<file path="src/rtl/prom_loader.sv">
`default_nettype none
// ============================================================================
// Module      : prom_loader
// Description : Framed byte-stream loader for the CPU instruction store.
//               Holds the CPU halted during a load session.
// Revision    : 1.0 - initial release
// ============================================================================
module prom_loader #(
    parameter int WORDS  = 16,
    parameter int ADDR_W = 4
) (
    input  logic              CLK_LD,
    input  logic              RESET,
    input  logic              LD_START,
    input  logic [7:0]        RX_DATA,
    input  logic              RX_VALID,
    output logic              RX_READY,
    output logic              WR_EN,
    output logic [ADDR_W-1:0] WR_ADDR,
    output logic [14:0]       WR_DATA,
    output logic              CPU_HALT,
    output logic              LD_DONE,
    output logic              LD_ERR
);

    typedef enum logic [2:0] {
        S_IDLE  = 3'd0,
        S_COUNT = 3'd1,
        S_HI    = 3'd2,
        S_LO    = 3'd3,
        S_CSUM  = 3'd4,
        S_ERR   = 3'd5
    } state_t;

    localparam logic [7:0]      C_MAX_N   = 8'(WORDS);
    localparam logic [ADDR_W:0] C_IDX_ONE = {{ADDR_W{1'b0}}, 1'b1};

    state_t              r_state;
    logic [ADDR_W:0]     r_count;
    logic [ADDR_W:0]     r_idx;
    logic [7:0]          r_sum;
    logic [6:0]          r_hi;
    logic                r_rx_ready;
    logic                r_wr_en;
    logic [ADDR_W-1:0]   r_wr_addr;
    logic [14:0]         r_wr_data;
    logic                r_cpu_halt;
    logic                r_ld_done;
    logic                r_ld_err;

    state_t              w_state_nx;
    logic [ADDR_W:0]     w_count_nx;
    logic [ADDR_W:0]     w_idx_nx;
    logic [ADDR_W:0]     w_idx_inc;
    logic [7:0]          w_sum_nx;
    logic [7:0]          w_sum_add;
    logic [6:0]          w_hi_nx;
    logic                w_wr_en_nx;
    logic [ADDR_W-1:0]   w_wr_addr_nx;
    logic [14:0]         w_wr_data_nx;
    logic                w_ld_done_nx;
    logic                w_rx_ready_nx;
    logic                w_cpu_halt_nx;
    logic                w_ld_err_nx;
    logic                w_accept;

    // Ready is registered and tracks the byte-accepting states exactly.
    assign w_accept = RX_VALID & r_rx_ready;

    always_comb begin
        w_state_nx   = r_state;
        w_count_nx   = r_count;
        w_idx_nx     = r_idx;
        w_sum_nx     = r_sum;
        w_hi_nx      = r_hi;
        w_wr_en_nx   = 1'b0;
        w_wr_addr_nx = r_wr_addr;
        w_wr_data_nx = r_wr_data;
        w_ld_done_nx = 1'b0;
        w_sum_add    = r_sum + RX_DATA;
        w_idx_inc    = r_idx + C_IDX_ONE;

        case (r_state)
            S_IDLE, S_ERR: begin
                if (LD_START) begin
                    w_state_nx = S_COUNT;
                end
            end
            S_COUNT: begin
                if (w_accept) begin
                    if (RX_DATA == 8'd0 || RX_DATA > C_MAX_N) begin
                        w_state_nx = S_ERR;
                    end else begin
                        w_count_nx = RX_DATA[ADDR_W:0];
                        w_idx_nx   = '0;
                        w_sum_nx   = RX_DATA;
                        w_state_nx = S_HI;
                    end
                end
            end
            S_HI: begin
                if (w_accept) begin
                    if (RX_DATA[7]) begin
                        w_state_nx = S_ERR;
                    end else begin
                        w_hi_nx    = RX_DATA[6:0];
                        w_sum_nx   = w_sum_add;
                        w_state_nx = S_LO;
                    end
                end
            end
            S_LO: begin
                if (w_accept) begin
                    w_wr_en_nx   = 1'b1;
                    w_wr_addr_nx = r_idx[ADDR_W-1:0];
                    w_wr_data_nx = {r_hi, RX_DATA};
                    w_idx_nx     = w_idx_inc;
                    w_sum_nx     = w_sum_add;
                    w_state_nx   = (w_idx_inc == r_count) ? S_CSUM : S_HI;
                end
            end
            S_CSUM: begin
                if (w_accept) begin
                    if (w_sum_add == 8'd0) begin
                        w_ld_done_nx = 1'b1;
                        w_state_nx   = S_IDLE;
                    end else begin
                        w_state_nx   = S_ERR;
                    end
                end
            end
            default: begin
                w_state_nx = S_IDLE;
            end
        endcase

        // Status outputs are registered copies of the upcoming state.
        w_rx_ready_nx = (w_state_nx == S_COUNT) || (w_state_nx == S_HI) ||
                        (w_state_nx == S_LO)    || (w_state_nx == S_CSUM);
        w_cpu_halt_nx = (w_state_nx != S_IDLE);
        w_ld_err_nx   = (w_state_nx == S_ERR);
    end

    always_ff @(posedge CLK_LD) begin
        if (RESET) begin
            r_state    <= S_IDLE;
            r_count    <= '0;
            r_idx      <= '0;
            r_sum      <= '0;
            r_hi       <= '0;
            r_rx_ready <= 1'b0;
            r_wr_en    <= 1'b0;
            r_wr_addr  <= '0;
            r_wr_data  <= '0;
            r_cpu_halt <= 1'b0;
            r_ld_done  <= 1'b0;
            r_ld_err   <= 1'b0;
        end else begin
            r_state    <= w_state_nx;
            r_count    <= w_count_nx;
            r_idx      <= w_idx_nx;
            r_sum      <= w_sum_nx;
            r_hi       <= w_hi_nx;
            r_rx_ready <= w_rx_ready_nx;
            r_wr_en    <= w_wr_en_nx;
            r_wr_addr  <= w_wr_addr_nx;
            r_wr_data  <= w_wr_data_nx;
            r_cpu_halt <= w_cpu_halt_nx;
            r_ld_done  <= w_ld_done_nx;
            r_ld_err   <= w_ld_err_nx;
        end
    end

    assign RX_READY = r_rx_ready;
    assign WR_EN    = r_wr_en;
    assign WR_ADDR  = r_wr_addr;
    assign WR_DATA  = r_wr_data;
    assign CPU_HALT = r_cpu_halt;
    assign LD_DONE  = r_ld_done;
    assign LD_ERR   = r_ld_err;

endmodule
`default_nettype wire
</file>
<file path="config.mk">
export PLATFORM = sky130hd
export DESIGN_NAME = prom_loader
export DESIGN_NICKNAME = d
export VERILOG_FILES = /design/src/rtl/prom_loader.sv
export SDC_FILE = /design/constraint.sdc
export NUM_CORES = 1
export LEC_CHECK = 0
export BUFFER_PORTS_ARGS = -buffer_cell sky130_fd_sc_hd__buf_4
export CAP_MARGIN = 20
export CORE_AREA = 5 5 73 75
export CTS_CLUSTER_SIZE = 8
export DETAILED_ROUTE_END_ITERATION = 16
export DIE_AREA = 0 0 78 80
export GPL_TIMING_DRIVEN = 0
export PLACE_DENSITY = 0.78
export SLEW_MARGIN = 15
export SYNTH_ARGS = -nofsm -noshare
export SYNTH_HDL_FRONTEND = slang
export SYNTH_SLANG_ARGS = --single-unit
</file>
<file path="constraint.sdc">
create_clock -name CLK_LD -period 3.25 [get_ports CLK_LD]
set_input_delay 0.65 -clock CLK_LD [delete_from_list [all_inputs] [get_ports CLK_LD]]
set_output_delay 0.65 -clock CLK_LD [all_outputs]
set_load 0.02 [all_outputs]
</file>
==> run_summary.xml <==
<?xml version="1.0" encoding="UTF-8"?>
<metrics>
  <group name="floorplan">
    <metric name="coreArea" unit="um^2">4600</metric>
    <metric name="boundaryPins" unit="">36</metric>
    <metric name="die_h" unit="um">80</metric>
    <metric name="starting_density_of_the_core" unit="">0.538</metric>
    <metric name="fp.dieW" unit="um">78</metric>
    <metric name="fp.dieArea" unit="um^2">6240</metric>
    <metric name="placement_row_count" unit="">25</metric>
  </group>
  <group name="sta">
    <metric name="worst_hold_slack" unit="ns">0.460</metric>
    <metric name="report.final.setup_viol" unit="">0</metric>
    <metric name="final_hold_violation_count" unit="">0</metric>
    <metric name="fin_crit_sh" unit="">0.933</metric>
    <metric name="setup_repair_after_global_routing_missed_its_margin" unit="">no</metric>
    <metric name="final_max_slew_viol_count" unit="">0</metric>
    <metric name="timing.max_slew.rel_slack" unit="">0.649</metric>
    <metric name="clock.fmax" unit="MHz">330</metric>
    <metric name="tightestPinTransition" unit="ns">0.526</metric>
    <metric name="period_minus_slack" unit="ns">3.03</metric>
    <metric name="timing.final.ws_setup" unit="ns">0.219</metric>
    <metric name="finClkSkew" unit="ns">0.00754</metric>
  </group>
  <group name="finish">
    <metric name="area_of_combinational_cells_with_multiple_inputs" unit="um^2">1360</metric>
    <metric name="area.sequential" unit="um^2">1040</metric>
    <metric name="final_nets" unit="">359</metric>
    <metric name="syn2layout_area_growth" unit="%">17.7</metric>
    <metric name="post_route_cells_drive_above_1_share" unit="">0.136</metric>
    <metric name="antenna_cells_inserted" unit="">0</metric>
    <metric name="nFillCells" unit="">395</metric>
    <metric name="mostFrequentLayoutCell" unit="">sky130_fd_sc_hd__nand2_1</metric>
    <metric name="layout.cells.most_common_list" unit="">sky130_fd_sc_hd__nand2_1 (56), sky130_fd_sc_hd__dfxtp_1 (52), sky130_fd_sc_hd__buf_4 (34)</metric>
  </group>
  <group name="route">
    <metric name="detail-route-antenna-nets" unit="">0</metric>
    <metric name="dr.pass1.iters" unit="">5</metric>
    <metric name="detailroute.via_count" unit="">2189</metric>
    <metric name="detail_route.wirelength" unit="um">5790</metric>
    <metric name="detail_route.vias_per_cell" unit="">5.57</metric>
    <metric name="route.detailed.drc" unit="">0</metric>
    <metric name="drt_iter0_drc" unit="">124</metric>
    <metric name="wl_per_cell" unit="um">14.7</metric>
  </group>
  <group name="logic_synthesis">
    <metric name="syn_area" unit="um^2">2470</metric>
    <metric name="synthDistinctLibCells" unit="">38</metric>
    <metric name="dominantRegCellSynth" unit="">sky130_fd_sc_hd__dfxtp_1</metric>
    <metric name="synth-warning-count" unit="">0</metric>
    <metric name="syn-num-nets" unit="">318</metric>
    <metric name="synth_enable_flop_cells" unit="">0</metric>
    <metric name="syn_area_per_cell" unit="um^2">8.33</metric>
    <metric name="post_synth_inst_count" unit="">297</metric>
    <metric name="synth_seq_area_share" unit="">0.421</metric>
    <metric name="async_s_r_ff_share_synth" unit="">0</metric>
    <metric name="synth-seq-cells" unit="">52</metric>
  </group>
  <group name="critical_path">
    <metric name="worst-path-max-fanout" unit="">6</metric>
    <metric name="start_kind" unit="">input port</metric>
    <metric name="crit_path_end_kind" unit="">flop</metric>
    <metric name="critical_path_arrival" unit="ns">3.24</metric>
    <metric name="critical_path_required" unit="ns">3.46</metric>
    <metric name="crit_type" unit="">in -&gt; reg</metric>
  </group>
  <group name="clock_tree">
    <metric name="clock_tree.htree_level_count" unit="">2</metric>
    <metric name="cts.repair_timing.setup_buffer_count" unit="">0</metric>
    <metric name="clock_sink_total" unit="">52</metric>
    <metric name="post_cts_resize_count" unit="">0</metric>
    <metric name="cts_made_buffers" unit="">5</metric>
    <metric name="clk_root_buffer_cell" unit="">sky130_fd_sc_hd__clkbuf_8</metric>
    <metric name="clk_transition_reported_paths" unit="ns">0.10</metric>
    <metric name="cts-root-to-sink-buffers" unit="">2</metric>
    <metric name="clk_lat_worst_skew" unit="ns">0.31</metric>
    <metric name="holdBufCountCts" unit="">0</metric>
    <metric name="tritoncts" unit="">built</metric>
  </group>
  <group name="place">
    <metric name="port_buffers" unit="">34</metric>
    <metric name="place.detailed.hpwl" unit="um">4110</metric>
    <metric name="gp_congestion" unit="">0.816</metric>
    <metric name="pre_cts_ws" unit="ns">-0.0927</metric>
  </group>
  <group name="flow_run">
    <metric name="maxCapViolCount" unit="">0</metric>
  </group>
  <group name="global_routing">
    <metric name="antenna_found_initial" unit="">0</metric>
    <metric name="grt_first_pass_wirelength" unit="um">9770</metric>
    <metric name="global_route.overflow_total" unit="">0</metric>
    <metric name="grt_pass1_vias" unit="">2044</metric>
    <metric name="largest_net_degree_at_the_start_of_global_routing" unit="">18</metric>
    <metric name="grt_util_all_layers" unit="">0.195</metric>
  </group>
  <group name="min_path">
    <metric name="worstHoldPathType" unit="">reg -&gt; reg</metric>
  </group>
  <group name="pwr">
    <metric name="p_seq_frac" unit="">0.530</metric>
    <metric name="internal_power" unit="W">0.000921</metric>
    <metric name="switchingPower" unit="W">0.000301</metric>
    <metric name="power_leakage" unit="nW">1.30</metric>
    <metric name="switching_share" unit="">0.246</metric>
    <metric name="vdd_ir_max" unit="mV">0.262</metric>
    <metric name="clkPwrFrac" unit="">0.375</metric>
    <metric name="power.combinational.fraction" unit="">0.094</metric>
    <metric name="pwr_density_cell" unit="nW/um^2">420</metric>
  </group>
  <group name="run_status">
    <metric name="outcome" unit="">complete, no violations</metric>
  </group>
</metrics>
## final cells by class
class                   count  share of cell area
multi-input cells         227               0.468
flip-flops and latches     52               0.358
repair buffers             34              0.0877
clock buffers               5              0.0236
well taps                  54              0.0232
plain buffers              16              0.0211
clock inverters             3              0.0159
inverters                   2             0.00258
## power by group through the flow
stage          clock network [W]  logic (W)  registers (W)
6_report                0.000459   0.000115       0.000648
5_1_grt                 0.000503   0.000127       0.000650
4_1_cts                 0.000463   0.000115       0.000648
3_5_place_dp                   0   0.000115       0.000663
3_3_place_gp                   0   0.000114       0.000663
2_1_floorplan                  0  0.0000654       0.000669
## worst max-delay path, cell delays in order
cell	delay, ns
sky130_fd_sc_hd__buf_4	0.13
sky130_fd_sc_hd__ha_1	0.23
sky130_fd_sc_hd__fa_1	0.42
sky130_fd_sc_hd__a21o_1	0.17
sky130_fd_sc_hd__a21oi_1	0.18
sky130_fd_sc_hd__xor2_1	0.22
sky130_fd_sc_hd__nand4_1	0.15
sky130_fd_sc_hd__a2111o_1	0.50
sky130_fd_sc_hd__a211o_1	0.33
sky130_fd_sc_hd__a211o_1	0.25
## kinds of logic (layout without fill, tap and decap cells)
kind of cell    after synthesis  after routing  synth area share
buf+inv                      18             60            0.0278
simple gates                115            115             0.201
xor+xnor                     13             13            0.0460
compound gates               71             71             0.178
fa+ha+maj                     9              9            0.0486
flops                        52             52             0.421
mux                          19             19            0.0779
## final timing paths
| kind | depth (start not counted) | startpoint | slack (ns) | end |
|---|---|---|---|---|
| max | 10 | RX_DATA[0] | 0.22 | RX_READY |
| min | 2 | WR_DATA[10] | 0.46 | WR_DATA[10] |
| max reg2reg | 9 | r_sum[0] | 0.37 | RX_READY |
| min reg2reg | 2 | WR_DATA[10] | 0.46 | WR_DATA[10] |
## cell usage after synthesis (all sizes together) (3+ instances only)
library cell  number  share of area
nand4              3         0.0076
nand2b             5          0.013
xnor2              7          0.025
a211o              4          0.014
o21ai             10          0.020
nand3              3         0.0061
ha                 8          0.040
a21o               6          0.018
nand2             56          0.085
and2               4          0.010
a211oi             5          0.015
a21oi             34          0.070
nor2b              4          0.010
dfxtp             52           0.42
nor2              30          0.046
xor2               6          0.021
nor3               4         0.0081
mux2i             17          0.069
clkbuf            15          0.023
## sequential cells by signal (all words and copies together), names as in the netlist, 3 cells and up
| name | count |
|---|---|
| WR_ADDR | 4 |
| WR_DATA | 15 |
| r_count | 5 |
| r_hi | 7 |
| r_idx | 5 |
| r_state | 3 |
| r_sum | 8 |
## through the flow
stage               area, um^2  utilization  total power [W]  instances  setup TNS, ns
finish                    2910        0.633          0.00122        393              0
global route              2910        0.633          0.00128        393              0
CTS                       2910        0.633          0.00123        393              0
detailed placement        2800        0.608         0.000778        385        -0.0947
global placement          2800        0.608         0.000776        385        -0.0352
floorplan                 2470            -         0.000734        297              0
## metal layers
metal  GRT usage  routed length (um)  vias up
met5           0                   0        -
met4      0.0439                  51        0
met3      0.0519                 312        9
met2       0.339                2920       60
met1       0.240                2500     1011
li1            -                   -     1109
Note: power is estimated with default switching activity, not from simulation.
